==> config.mk <==
export PLATFORM = sky130hd
export DESIGN_NAME = cnn_window_gen_flat
export DESIGN_NICKNAME = d
export VERILOG_FILES = /design/src/rtl/cnn_window_gen_if.sv /design/src/rtl/cnn_window_gen.sv /design/src/flat_wrapper.sv
export SDC_FILE = /design/constraint.sdc
export NUM_CORES = 1
export LEC_CHECK = 0
export BUFFER_PORTS_ARGS = -buffer_cell sky130_fd_sc_hd__buf_2
export CAP_MARGIN = 10
export CORE_ASPECT_RATIO = 1.75
export CORE_MARGIN = 2
export CORE_UTILIZATION = 32
export DETAILED_ROUTE_END_ITERATION = 8
export GPL_ROUTABILITY_DRIVEN = 0
export SLEW_MARGIN = 15
export SYNTH_ARGS = -nofsm -noshare
export SYNTH_HDL_FRONTEND = slang
export SYNTH_SLANG_ARGS = --single-unit
==> constraint.sdc <==
create_clock -name clk -period 16.2 [get_ports clk]
set_clock_uncertainty 0.1 [all_clocks]
set_input_delay 1.62 -clock clk [delete_from_list [all_inputs] [get_ports clk]]
set_output_delay 1.62 -clock clk [all_outputs]
set_load 0.005 [all_outputs]
==> src/rtl/cnn_window_gen_if.sv <==
// Stream bundle between a raster pixel source, the window generator and a kernel.
// The slave side (the window generator) consumes pixels and produces windows.
interface cnn_window_gen_if #(
    parameter int KX     = 3,
    parameter int KY     = 3,
    parameter int I_F_BW = 8
);
    logic                     in_valid_i;
    logic [I_F_BW-1:0]        in_pixel_i;
    logic                     ot_valid_o;
    logic [KX*KY*I_F_BW-1:0]  ot_f_map_o;
    logic                     ot_last_o;
    logic                     ot_frame_done_o;

    modport master (
        output in_valid_i,
        output in_pixel_i,
        input  ot_valid_o,
        input  ot_f_map_o,
        input  ot_last_o,
        input  ot_frame_done_o
    );

    modport slave (
        input  in_valid_i,
        input  in_pixel_i,
        output ot_valid_o,
        output ot_f_map_o,
        output ot_last_o,
        output ot_frame_done_o
    );
endinterface

==> src/rtl/cnn_window_gen.sv <==
// Sliding KX x KY window generator over a raster pixel stream (stride 1, no padding).
// KY-1 shift-register line buffers feed the rightmost window column each accepted pixel.
module cnn_window_gen #(
    parameter int KX     = 3,
    parameter int KY     = 3,
    parameter int I_F_BW = 8,
    parameter int IX     = 8,
    parameter int IY     = 8
) (
    input  logic             clk,
    input  logic             reset,
    input  logic             soft_reset_i,
    cnn_window_gen_if.slave  bus
);
    localparam int CW = (IX > 1) ? $clog2(IX) : 1;
    localparam int RW = (IY > 1) ? $clog2(IY) : 1;
    localparam int MW = KX * KY * I_F_BW;

    localparam logic [CW-1:0] COL_LAST      = CW'(IX - 1);
    localparam logic [CW-1:0] COL_FIRST_OUT = CW'(KX - 1);
    localparam logic [RW-1:0] ROW_LAST      = RW'(IY - 1);
    localparam logic [RW-1:0] ROW_FIRST_OUT = RW'(KY - 1);

    logic              flush;
    logic              accept;
    logic [CW-1:0]     colCnt_q, colCnt_d;
    logic [RW-1:0]     rowCnt_q, rowCnt_d;
    logic              valid_q, valid_d;
    logic              last_q, last_d;
    logic              done_q, done_d;
    logic [I_F_BW-1:0] win_q [KX][KY];
    logic [I_F_BW-1:0] win_d [KX][KY];
    logic [I_F_BW-1:0] line_q [KY-1][IX];
    logic [I_F_BW-1:0] lineIn [KY-1];
    logic [MW-1:0]     fMap;

    // A pixel offered during a flush cycle is dropped, not half-accepted.
    assign flush  = reset || soft_reset_i;
    assign accept = bus.in_valid_i && !flush;

    always_comb begin
        colCnt_d = colCnt_q;
        rowCnt_d = rowCnt_q;
        win_d    = win_q;
        valid_d  = 1'b0;
        last_d   = 1'b0;
        done_d   = 1'b0;
        if (accept) begin
            if (colCnt_q == COL_LAST) begin
                colCnt_d = '0;
                rowCnt_d = (rowCnt_q == ROW_LAST) ? '0 : rowCnt_q + 1'b1;
            end else begin
                colCnt_d = colCnt_q + 1'b1;
            end
            for (int x = 0; x < KX - 1; x++) begin
                for (int y = 0; y < KY; y++) begin
                    win_d[x][y] = win_q[x + 1][y];
                end
            end
            for (int y = 0; y < KY - 1; y++) begin
                win_d[KX-1][y] = line_q[y][IX-1];
            end
            win_d[KX-1][KY-1] = bus.in_pixel_i;
            valid_d = (rowCnt_q >= ROW_FIRST_OUT) && (colCnt_q >= COL_FIRST_OUT);
            last_d  = (rowCnt_q == ROW_LAST) && (colCnt_q == COL_LAST);
            done_d  = last_d;
        end
    end

    always_ff @(posedge clk) begin
        if (flush) begin
            colCnt_q <= '0;
            rowCnt_q <= '0;
            valid_q  <= 1'b0;
            last_q   <= 1'b0;
            done_q   <= 1'b0;
            for (int x = 0; x < KX; x++) begin
                for (int y = 0; y < KY; y++) begin
                    win_q[x][y] <= '0;
                end
            end
        end else begin
            colCnt_q <= colCnt_d;
            rowCnt_q <= rowCnt_d;
            valid_q  <= valid_d;
            last_q   <= last_d;
            done_q   <= done_d;
            win_q    <= win_d;
        end
    end

    // Each line buffer is fed by the tail of the next-newer one; the newest takes the live pixel.
    always_comb begin
        for (int k = 0; k < KY - 2; k++) begin
            lineIn[k] = line_q[k + 1][IX-1];
        end
        lineIn[KY-2] = bus.in_pixel_i;
    end

    always_ff @(posedge clk) begin
        if (accept) begin
            for (int k = 0; k < KY - 1; k++) begin
                for (int j = IX - 1; j > 0; j--) begin
                    line_q[k][j] <= line_q[k][j - 1];
                end
                line_q[k][0] <= lineIn[k];
            end
        end
    end

    always_comb begin
        fMap = '0;
        for (int x = 0; x < KX; x++) begin
            for (int y = 0; y < KY; y++) begin
                fMap[((KY * x) + y) * I_F_BW +: I_F_BW] = win_q[x][y];
            end
        end
    end

    assign bus.ot_f_map_o      = fMap;
    assign bus.ot_valid_o      = valid_q;
    assign bus.ot_last_o       = last_q;
    assign bus.ot_frame_done_o = done_q;
endmodule

==> src/flat_wrapper.sv <==
// flat-port wrapper written by rule: the top's interface ports become plain ports
module cnn_window_gen_flat 
#(
    parameter int KX     = 3,
    parameter int KY     = 3,
    parameter int I_F_BW = 8,
    parameter int IX     = 8,
    parameter int IY     = 8
)
  (clk, reset, soft_reset_i, bus_in_valid_i, bus_in_pixel_i, bus_ot_valid_o, bus_ot_f_map_o, bus_ot_last_o, bus_ot_frame_done_o);
  cnn_window_gen_if #(.KX(KX), .KY(KY), .I_F_BW(I_F_BW)) bus_i ();
  input  logic clk;
  input  logic reset;
  input  logic soft_reset_i;
  input wire logic [$bits(bus_i.in_valid_i)-1:0] bus_in_valid_i;
  input wire logic [$bits(bus_i.in_pixel_i)-1:0] bus_in_pixel_i;
  output wire logic [$bits(bus_i.ot_valid_o)-1:0] bus_ot_valid_o;
  output wire logic [$bits(bus_i.ot_f_map_o)-1:0] bus_ot_f_map_o;
  output wire logic [$bits(bus_i.ot_last_o)-1:0] bus_ot_last_o;
  output wire logic [$bits(bus_i.ot_frame_done_o)-1:0] bus_ot_frame_done_o;
  assign bus_i.in_valid_i = bus_in_valid_i;
  assign bus_i.in_pixel_i = bus_in_pixel_i;
  assign bus_ot_valid_o = bus_i.ot_valid_o;
  assign bus_ot_f_map_o = bus_i.ot_f_map_o;
  assign bus_ot_last_o = bus_i.ot_last_o;
  assign bus_ot_frame_done_o = bus_i.ot_frame_done_o;
  cnn_window_gen #(.KX(KX), .KY(KY), .I_F_BW(I_F_BW), .IX(IX), .IY(IY)) u_core (.clk(clk), .reset(reset), .soft_reset_i(soft_reset_i), .bus(bus_i));
endmodule
* Word level (Yosys, flattened, before mapping)
Memories as Yosys holds them, arrays and structs flattened.
Cells that the tools add are included.
** Storage, ports and cells
- Bits in registers :: 80
- RAM bits :: 128
- Input bits :: 12
- Output and inout port bits :: 75
- Word-level logic and storage cells :: 32
- Memories kept :: 1
** Cells by class
- Add/sub/neg operators :: 2
- $lt $le $gt $ge :: 2
- Eq/ne operators :: 2
- Mux-type cells :: 4
- Bitwise gates (word level) :: 1
- Reductions and logical operators :: 7
** Memory list
- u_core.line_q :: words 2, bits a word 64, read ports 2, clocked after Yosys merged registers in 0, write ports 2, RTL line cnn_window_gen.sv:33 : logic [I_F_BW-1:0] line_q [KY-1][IX];
** Operator list (number)
- $add A3 B1 Y3 const B :: 2
- $eq A3 B3 Y1 const B :: 2
- $ge A3 B2 Y1 const B :: 2
- $mux W3 :: 2
- $logic_and A1 B1 Y1 :: 3
- $mux W1 :: 2
- $reduce_and A2 Y1 :: 1
- $reduce_or A2 Y1 :: 1
- $logic_not A1 Y1 :: 1
- $logic_or A1 B1 Y1 :: 1
- $not A1 Y1 :: 1

* Logic depth before layout (Yosys ltp)
Gate-level depths: netlist of run 1.
- Depth in word-level cells :: 5
- Gate-level depth with buffers :: 5
- Gate-level depth less buffers :: 4

* Worst setup path before layout of run 1
OpenSTA, ideal clock, no wires.
- Path kind :: input port to flip-flop
- Start point :: in soft_reset_i
- End point :: reg u_core.last_q, in the netlist u_core.bus.ot_last_o
- Setup time :: 0.110 ns
- Arrival time :: 11.766 ns
- Required time :: 15.990 ns
- Path slack :: 4.224 ns
- Cell stages on the path :: 2
- Path buffers :: 0
- Cell sequence :: nor3b_1 and3_1
** Between the ends
- Longest elaborated chain between the ends :: 5
** RTL lines
- from (decl) :: RTL line flat_wrapper.sv:14 : input logic soft_reset_i;
- $logic_or A1 B1 Y1 (*) :: RTL line cnn_window_gen.sv:38 : assign flush = reset || soft_reset_i;
- $logic_not A1 Y1 :: RTL line cnn_window_gen.sv:39 : assign accept = bus.in_valid_i && !flush;
- $logic_and A1 B1 Y1 :: RTL line cnn_window_gen.sv:39
- $not A1 Y1 (no source line)
- $reduce_or A2 Y1 (no source line) (*)
- to (signal assigned) :: RTL line cnn_window_gen.sv:86 : last_q <= last_d;
- to (decl) :: RTL line cnn_window_gen.sv:29 : logic last_q, last_d;
Mark *: on every way between the ends. The rest lies on a longest branch, timed or not.
A chain may end at the register's enable or synchronous reset.

==> metrics.txt, run 1 <==
# TYPE chip_impl_metric gauge
chip_impl_metric{name="route.antenna.remaining_nets",unit=""} 0
chip_impl_metric{name="power.sequential.fraction",unit=""} 0.547
chip_impl_metric{name="worst_ir_drop_vdd",unit="mV"} 0.09102
chip_impl_info{name="worst_hold_path_type",value="reg -> reg"} 1
chip_impl_metric{name="dp_hpwl",unit="um"} 6150
chip_impl_info{name="cp-start-kind",value="primary input"} 1
chip_impl_metric{name="drive_above_1_share",unit=""} 0.2451
chip_impl_metric{name="finalSetupViolations",unit=""} 0
chip_impl_metric{name="synthesized_instance_count",unit=""} 399
chip_impl_metric{name="syn_nets",unit=""} 416
chip_impl_metric{name="tightest_slew",unit="ps"} 927.5
chip_impl_metric{name="diodes",unit=""} 0
chip_impl_metric{name="static-leakage-power",unit="nW"} 3.193
chip_impl_metric{name="multiInputGateArea",unit="mm2"} 0.001215
chip_impl_metric{name="globalRouteOverflowTotal",unit=""} 0
chip_impl_info{name="cts_tree",value="yes"} 1
chip_impl_metric{name="r2r_slack",unit="ps"} 14700
chip_impl_metric{name="syn_avg_cell_area",unit="um2"} 17.04
chip_impl_metric{name="ff_latch_area",unit="mm2"} 0.005445
chip_impl_metric{name="nNetsFinal",unit=""} 509
chip_impl_metric{name="fill_cells",unit=""} 1929
chip_impl_metric{name="fin_util",unit=""} 0.3882
chip_impl_info{name="cts_root_buf",value="sky130_fd_sc_hd__clkbuf_16"} 1
chip_impl_metric{name="fin_crit_sh",unit=""} 0.2299
chip_impl_metric{name="timing.max_slew.rel_slack",unit=""} 0.3817
chip_impl_metric{name="clock_sinks",unit=""} 208
chip_impl_metric{name="pwr_density",unit="mW/mm2"} 129.9
chip_impl_metric{name="layout-area-overhead-vs-synth",unit="%"} 19.05
chip_impl_metric{name="dr.pass1.iters",unit=""} 4
chip_impl_metric{name="drc_errors",unit=""} 0
chip_impl_metric{name="p_comb_frac",unit=""} 0.025
chip_impl_metric{name="setup_total_negative_slack",unit="ps"} 0
chip_impl_metric{name="number_of_port_buffers",unit=""} 86
chip_impl_metric{name="critical_path_arrival",unit="ps"} 3740
chip_impl_metric{name="grt_max_degree",unit=""} 79
chip_impl_metric{name="dr.first_iter.drc_count",unit=""} 295
chip_impl_metric{name="clk_latency",unit="ps"} 490
chip_impl_metric{name="fraction_of_power_spent_switching_nets",unit=""} 0.1925
chip_impl_metric{name="final_max_slew_viol_count",unit=""} 0
chip_impl_metric{name="die_area",unit="mm2"} 0.02247
chip_impl_metric{name="ioPinCount",unit=""} 87
chip_impl_metric{name="cts_htree_levels",unit=""} 1
chip_impl_metric{name="grt_pass1_vias",unit=""} 3403
chip_impl_metric{name="floorplan.rows",unit=""} 70
chip_impl_info{name="yosys-top-cells-area",value="sky130_fd_sc_hd__edfxtp_1 57%, sky130_fd_sc_hd__dfxtp_1 24%, sky130_fd_sc_hd__mux2i_1 11%"} 1
chip_impl_metric{name="post_synth_num_cell_types",unit=""} 21
chip_impl_metric{name="grt_use_total",unit=""} 0.09169
chip_impl_info{name="crit_type",value="in -> reg"} 1
chip_impl_metric{name="cts_hold_repair.buffers",unit=""} 0
chip_impl_metric{name="die_width",unit="um"} 114.2
chip_impl_metric{name="cts_buffers",unit=""} 20
chip_impl_metric{name="timing.final.crit_period",unit="ps"} 3724
chip_impl_metric{name="post_cts.repair.setup_buffers",unit=""} 0
chip_impl_metric{name="grt_antenna_before_repair",unit=""} 0
chip_impl_metric{name="power.share.clock",unit=""} 0.428
chip_impl_metric{name="cts_resized",unit=""} 0
chip_impl_info{name="synth_top_area_cell",value="sky130_fd_sc_hd__edfxtp_1"} 1
chip_impl_metric{name="totalWireLength",unit="um"} 10190
chip_impl_info{name="outcome",value="finished clean"} 1
chip_impl_metric{name="synth.ff_latch_count",unit=""} 208
chip_impl_metric{name="grt_first_pass_wirelength",unit="um"} 16920
chip_impl_metric{name="timing.critical_path.fanout_max",unit=""} 78
chip_impl_info{name="rsz0062_at_grt",value="no"} 1
chip_impl_metric{name="yosysTopAreaCellShare",unit=""} 0.5654
chip_impl_metric{name="cellInternalPower",unit="W"} 0.0008486
chip_impl_metric{name="synth.cell_area",unit="mm2"} 0.006798
chip_impl_metric{name="drv.max_cap_violation_count",unit=""} 0
chip_impl_metric{name="viasPerCell",unit=""} 4.422
chip_impl_metric{name="synth_sequential_area_ratio",unit=""} 0.8010
chip_impl_metric{name="floorplan.die.height",unit="um"} 196.8
chip_impl_metric{name="wire_per_inst",unit="um"} 13.44
chip_impl_metric{name="vias",unit=""} 3352
chip_impl_metric{name="worst_setup_hold_path_clk_slew",unit="ps"} 60
chip_impl_metric{name="synth_warnings",unit=""} 0
chip_impl_metric{name="max-clock-path-buffers",unit=""} 3
chip_impl_metric{name="peak_freq",unit="GHz"} 0.2685
chip_impl_metric{name="number_of_failing_hold_endpoints_at_the_final_stage",unit=""} 0
chip_impl_metric{name="initial_core_util",unit=""} 0.3261
chip_impl_metric{name="fp.coreArea",unit="mm2"} 0.02085
chip_impl_metric{name="worstPathRequired",unit="ps"} 16210
chip_impl_info{name="critPathCaptureType",value="flip-flop"} 1
chip_impl_metric{name="net-switching-power",unit="W"} 0.0002023
## final timing paths
check,start,endpoint,cells after the start
worst max-delay path,bus_in_valid_i,u_core.line_q[1][50],4
worst min-delay path,u_core.line_q[1][43],u_core.line_q[1][35],0
worst max register to register,u_core.colCnt_q[0],u_core.colCnt_q[0],4
worst min register to register,u_core.line_q[1][43],u_core.line_q[1][35],0
## layout by cell type (no fill, tap or decap), drive strengths merged
cell / instances
a211oi: 1
a21bo: 3
a21oi: 4
and3: 1
buf: 90
bufinv: 1
clkbuf: 32
clkinv: 3
dfxtp: 80
edfxtp: 128
ha: 5
inv: 1
mux2i: 73
nand2b: 1
nand3: 1
nand4b: 1
nand4bb: 1
nor2: 75
nor3: 1
nor3b: 2
or2: 1
or3b: 1
## cell type report
| cell class | count | share of cell area |
|---|---|---|
| Clock buffer | 32 | 0.07359 |
| Clock inverter | 4 | 0.006803 |
| Inverter | 1 | 0.0004638 |
| Multi-Input combinational cell | 171 | 0.1501 |
| Sequential cell | 208 | 0.6729 |
| Tap cell | 252 | 0.03896 |
| Timing Repair Buffer | 90 | 0.05720 |
## power by group through the flow
stage               logic [W]  clock network (W)  registers (W)
global placement    0.0000258                  0       0.000586
finish              0.0000259           0.000450       0.000575
global route        0.0000288           0.000488       0.000575
detailed placement  0.0000264                  0       0.000586
floorplan           0.0000199                  0       0.000588
CTS                 0.0000265           0.000467       0.000575
## cell usage after synthesis (all sizes together)
library cell,number
or2,1
nor2,75
edfxtp,128
nand3,1
dfxtp,80
mux2i,73
a211oi,1
nand2b,1
nand4bb,1
buf,14
nor3b,2
ha,5
clkbuf,5
nor3,1
a21bo,3
or3b,1
inv,1
nand4b,1
a21oi,4
and3,1
## stage by stage
step,std cells,worst slack (ps),instance area (um2),hold slack [ps],total power (W)
floorplan,399,4224,6798,300.3,0.0006080
global placement,722,12000,7442,302.9,0.0006115
detailed placement,722,11910,7442,304.5,0.0006126
CTS,758,12420,8093,309.3,0.001068
global route,758,12260,8093,307.3,0.001092
finish,758,12480,8093,310.5,0.001051
## logic make-up after synthesis
| logic type | share of synthesized area |
|---|---|
| buffers and inverters | 0.02098 |
| AOI/OAI and AO/OA | 0.009203 |
| muxes | 0.1075 |
| adders and majority gates | 0.009203 |
| and+or+nand+nor | 0.05209 |
| DFF | 0.8010 |
## worst max-delay path, cell delays in order
cell                      delay (ps)
sky130_fd_sc_hd__buf_4           420
sky130_fd_sc_hd__nor3b_2         270
sky130_fd_sc_hd__buf_4           530
sky130_fd_sc_hd__buf_4           830
## metal layers
| layer | routed length (um) | GRT usage | share of wire |
|---|---|---|---|
| met1 | 4554 | 0.1167 | 0.45 |
| met2 | 4685 | 0.1477 | 0.46 |
| met3 | 640 | 0.02122 | 0.063 |
| met4 | 310 | 0.04246 | 0.030 |
| met5 | 0 | 0 | 0 |
## flip-flops by register name, summed over array words and instances, names as in the netlist
name                   flops
u_core.line_q            128
u_core.bus.ot_f_map_o     72
u_core.colCnt_q            3
u_core.rowCnt_q            3
u_core.bus.ot_last_o       1
u_core.bus.ot_valid_o      1
(Power assumes the default switching activity.)
==> run 2, diff against run 1 <==
==> constraint.sdc (replaced) <==
create_clock -name clk -period 3.3 [get_ports clk]
set_clock_uncertainty 0.1 [all_clocks]
set_input_delay 0.33 -clock clk [delete_from_list [all_inputs] [get_ports clk]]
set_output_delay 0.33 -clock clk [all_outputs]
set_load 0.005 [all_outputs]
==> run 2 against run 1 <==
  * Via count is 0.51% higher
  * Register-to-register slack lost 13000 ps
  * Non-clock buffer count rose by 9
  * Wire length rose by 1.9%
  * Clock power rose to 4.6 times the previous value
==> metrics.txt, run 2 (synthesis results as in run 1) <==
# TYPE chip_impl_metric gauge
chip_impl_info{name="outcome",value="finished clean"} 1
chip_impl_info{name="r2r_start",value="u_core.colCnt_q[0]"} 1
chip_impl_metric{name="timing.critical_path.fanout_max",unit=""} 80
chip_impl_metric{name="timing.reg2reg.worst_path_depth",unit=""} 4
chip_impl_info{name="rsz0062_at_grt",value="no"} 1
chip_impl_metric{name="cts_buffers",unit=""} 21
chip_impl_metric{name="static-leakage-power",unit="nW"} 3.221
chip_impl_info{name="cts_root_buf",value="sky130_fd_sc_hd__clkbuf_16"} 1
chip_impl_metric{name="r2r_slack",unit="ps"} 1810
chip_impl_metric{name="cts_resized",unit=""} 0
chip_impl_metric{name="final_max_slew_viol_count",unit=""} 0
chip_impl_metric{name="route.antenna.remaining_nets",unit=""} 0
chip_impl_metric{name="floorplan.die.height",unit="um"} 196.8
chip_impl_info{name="cts_tree",value="yes"} 1
chip_impl_info{name="cp-start-kind",value="primary input"} 1
chip_impl_metric{name="clock_sinks",unit=""} 208
chip_impl_metric{name="worst_setup_hold_path_clk_slew",unit="ps"} 60
chip_impl_metric{name="die_width",unit="um"} 114.2
chip_impl_metric{name="dr.pass1.iters",unit=""} 4
chip_impl_metric{name="totalWireLength",unit="um"} 10380
chip_impl_metric{name="max-clock-path-buffers",unit=""} 3
chip_impl_metric{name="number_of_port_buffers",unit=""} 86
chip_impl_metric{name="grt_max_degree",unit=""} 81
chip_impl_metric{name="setup_total_negative_slack",unit="ps"} 0
chip_impl_metric{name="drv.max_cap_violation_count",unit=""} 0
chip_impl_metric{name="drc_errors",unit=""} 0
chip_impl_metric{name="clk_latency",unit="ps"} 480
chip_impl_metric{name="tightest_slew",unit="ps"} 784.6
chip_impl_metric{name="cts_htree_levels",unit=""} 1
chip_impl_metric{name="largest_reg_flops",unit=""} 128
chip_impl_metric{name="fin_crit_sh",unit=""} 0.5369
chip_impl_info{name="worst_hold_path_type",value="in -> reg"} 1
chip_impl_info{name="holdCritStartpoint",value="soft_reset_i"} 1
chip_impl_metric{name="fin_util",unit=""} 0.3915
chip_impl_metric{name="vias",unit=""} 3369
chip_impl_info{name="largest_register",value="u_core.line_q"} 1
chip_impl_metric{name="diodes",unit=""} 0
chip_impl_metric{name="viasPerCell",unit=""} 4.387
chip_impl_metric{name="grt_use_total",unit=""} 0.09104
chip_impl_metric{name="initial_core_util",unit=""} 0.3261
chip_impl_info{name="mostFrequentLayoutCell",value="sky130_fd_sc_hd__edfxtp_1"} 1
chip_impl_info{name="hold_end",value="u_core.line_q[1][14]"} 1
chip_impl_metric{name="worstPathRequired",unit="ps"} 3330
chip_impl_metric{name="grt_antenna_before_repair",unit=""} 0
chip_impl_metric{name="fill_cells",unit=""} 1894
chip_impl_metric{name="critical_path_arrival",unit="ps"} 1800
chip_impl_metric{name="wire_per_inst",unit="um"} 13.52
chip_impl_metric{name="drive_above_1_share",unit=""} 0.2403
chip_impl_info{name="most_frequent_cells_in_the_layout",value="128 x sky130_fd_sc_hd__edfxtp_1, 85 x sky130_fd_sc_hd__buf_2, 80 x sky130_fd_sc_hd__dfxtp_1"} 1
chip_impl_metric{name="peak_freq",unit="GHz"} 0.5644
chip_impl_info{name="crit_type",value="in -> reg"} 1
chip_impl_metric{name="timing.final.crit_period",unit="ps"} 1772
chip_impl_metric{name="nNetsFinal",unit=""} 519
chip_impl_metric{name="dr.first_iter.drc_count",unit=""} 198
chip_impl_metric{name="hold-path-cell-count",unit=""} 2
chip_impl_metric{name="fp.coreArea",unit="mm2"} 0.02085
chip_impl_metric{name="grt_pass1_vias",unit=""} 3327
chip_impl_metric{name="layout-area-overhead-vs-synth",unit="%"} 20.04
chip_impl_metric{name="dp_hpwl",unit="um"} 6265
chip_impl_metric{name="timing.max_slew.rel_slack",unit=""} 0.4769
chip_impl_info{name="capturing_point_of_the_worst_reg2reg_path",value="u_core.colCnt_q[0]"} 1
chip_impl_metric{name="globalRouteOverflowTotal",unit=""} 0
chip_impl_metric{name="floorplan.rows",unit=""} 70
chip_impl_info{name="critPathCaptureType",value="flip-flop"} 1
chip_impl_metric{name="grt_first_pass_wirelength",unit="um"} 16780
chip_impl_metric{name="worst_ir_drop_vdd",unit="mV"} 0.4370
chip_impl_metric{name="finalSetupViolations",unit=""} 0
chip_impl_metric{name="number_of_failing_hold_endpoints_at_the_final_stage",unit=""} 0
chip_impl_metric{name="pwr_density",unit="mW/mm2"} 616.8
chip_impl_metric{name="die_area",unit="mm2"} 0.02247
chip_impl_metric{name="ioPinCount",unit=""} 87
run 2: changes by cell type in the layout (fill, tap and decap cells not counted), sizes merged:
| cell | before | now |
|---|---|---|
| buf | 90 | 91 |
| bufinv | 1 | 0 |
| clkbuf | 32 | 27 |
| clkinv | 3 | 9 |
| dlygate4sd3 | 0 | 8 |
| inv | 1 | 2 |
run 2: worst max-delay path, cell delays in order:
cell and delay (ps):
sky130_fd_sc_hd__buf_4 450, sky130_fd_sc_hd__nor3b_4 560, sky130_fd_sc_hd__buf_12 410
run 2: per-layer routing:
metal	wire length [um]	GRT usage
met2	4847	0.1479
met3	682	0.02214
met5	0	0
met1	4629	0.1172
met4	221	0.03478
run 2: metrics by stage:
stage | std cells | total power [W] | worst slack, ps | hold WS [ps] | instance area (um2)
finish | 768 | 0.005033 | 1528 | 118.5 | 8160
global route | 768 | 0.005239 | 1424 | 111.7 | 8160
CTS | 768 | 0.005120 | 1546 | 95.63 | 8160
detailed placement | 723 | 0.003011 | 1035 | 305.1 | 7481
global placement | 723 | 0.003005 | 1069 | 300.9 | 7481
floorplan | 399 | 0.002974 | -854.2 | 300.3 | 6809
run 2: worst max path at each step:
| stage | startpoint | end | slack (ps) | cells after the start |
|---|---|---|---|---|
| 6_report | bus_in_valid_i | u_core.line_q[0][58] | 1530 | 3 |
| 4_1_cts | bus_in_valid_i | u_core.line_q[0][25] | 1550 | 3 |
| 3_3_place_gp | bus_in_valid_i | u_core.colCnt_q[0] | 1070 | 4 |
| 2_1_floorplan | bus_in_valid_i | u_core.line_q[0][0] | -850 | 1 |
| 3_5_place_dp | bus_in_valid_i | u_core.line_q[0][41] | 1030 | 3 |
| 5_1_grt | bus_in_valid_i | u_core.colCnt_q[0] | 1420 | 4 |
run 2: repair_timing:
item                                    CTS  global route
buffers inserted                          0             0
hold buffers                              8             0
endpoints found under the setup margin    0             0
hold endpoints to repair                 11             0
run 2: cell type report:
| type | instances | area, um2 | share of cell area |
|---|---|---|---|
| repair buffers | 99 | 575.6 | 0.07053 |
| clock inverters | 10 | 51.30 | 0.006286 |
| inverters | 1 | 3.754 | 0.0004600 |
| flip-flops and latches | 208 | 5445 | 0.6673 |
| well taps | 252 | 315.3 | 0.03864 |
| multi-input cells | 171 | 1221 | 0.1496 |
| clock buffers | 27 | 548.0 | 0.06716 |
run 2: where the power goes:
group          internal [W]  leakage (nW)  switching (W)  total [W]
logic             0.0000567          1.10      0.0000825   0.000139
registers           0.00280          1.82      0.0000204    0.00282
clock network       0.00118         0.298       0.000898    0.00207
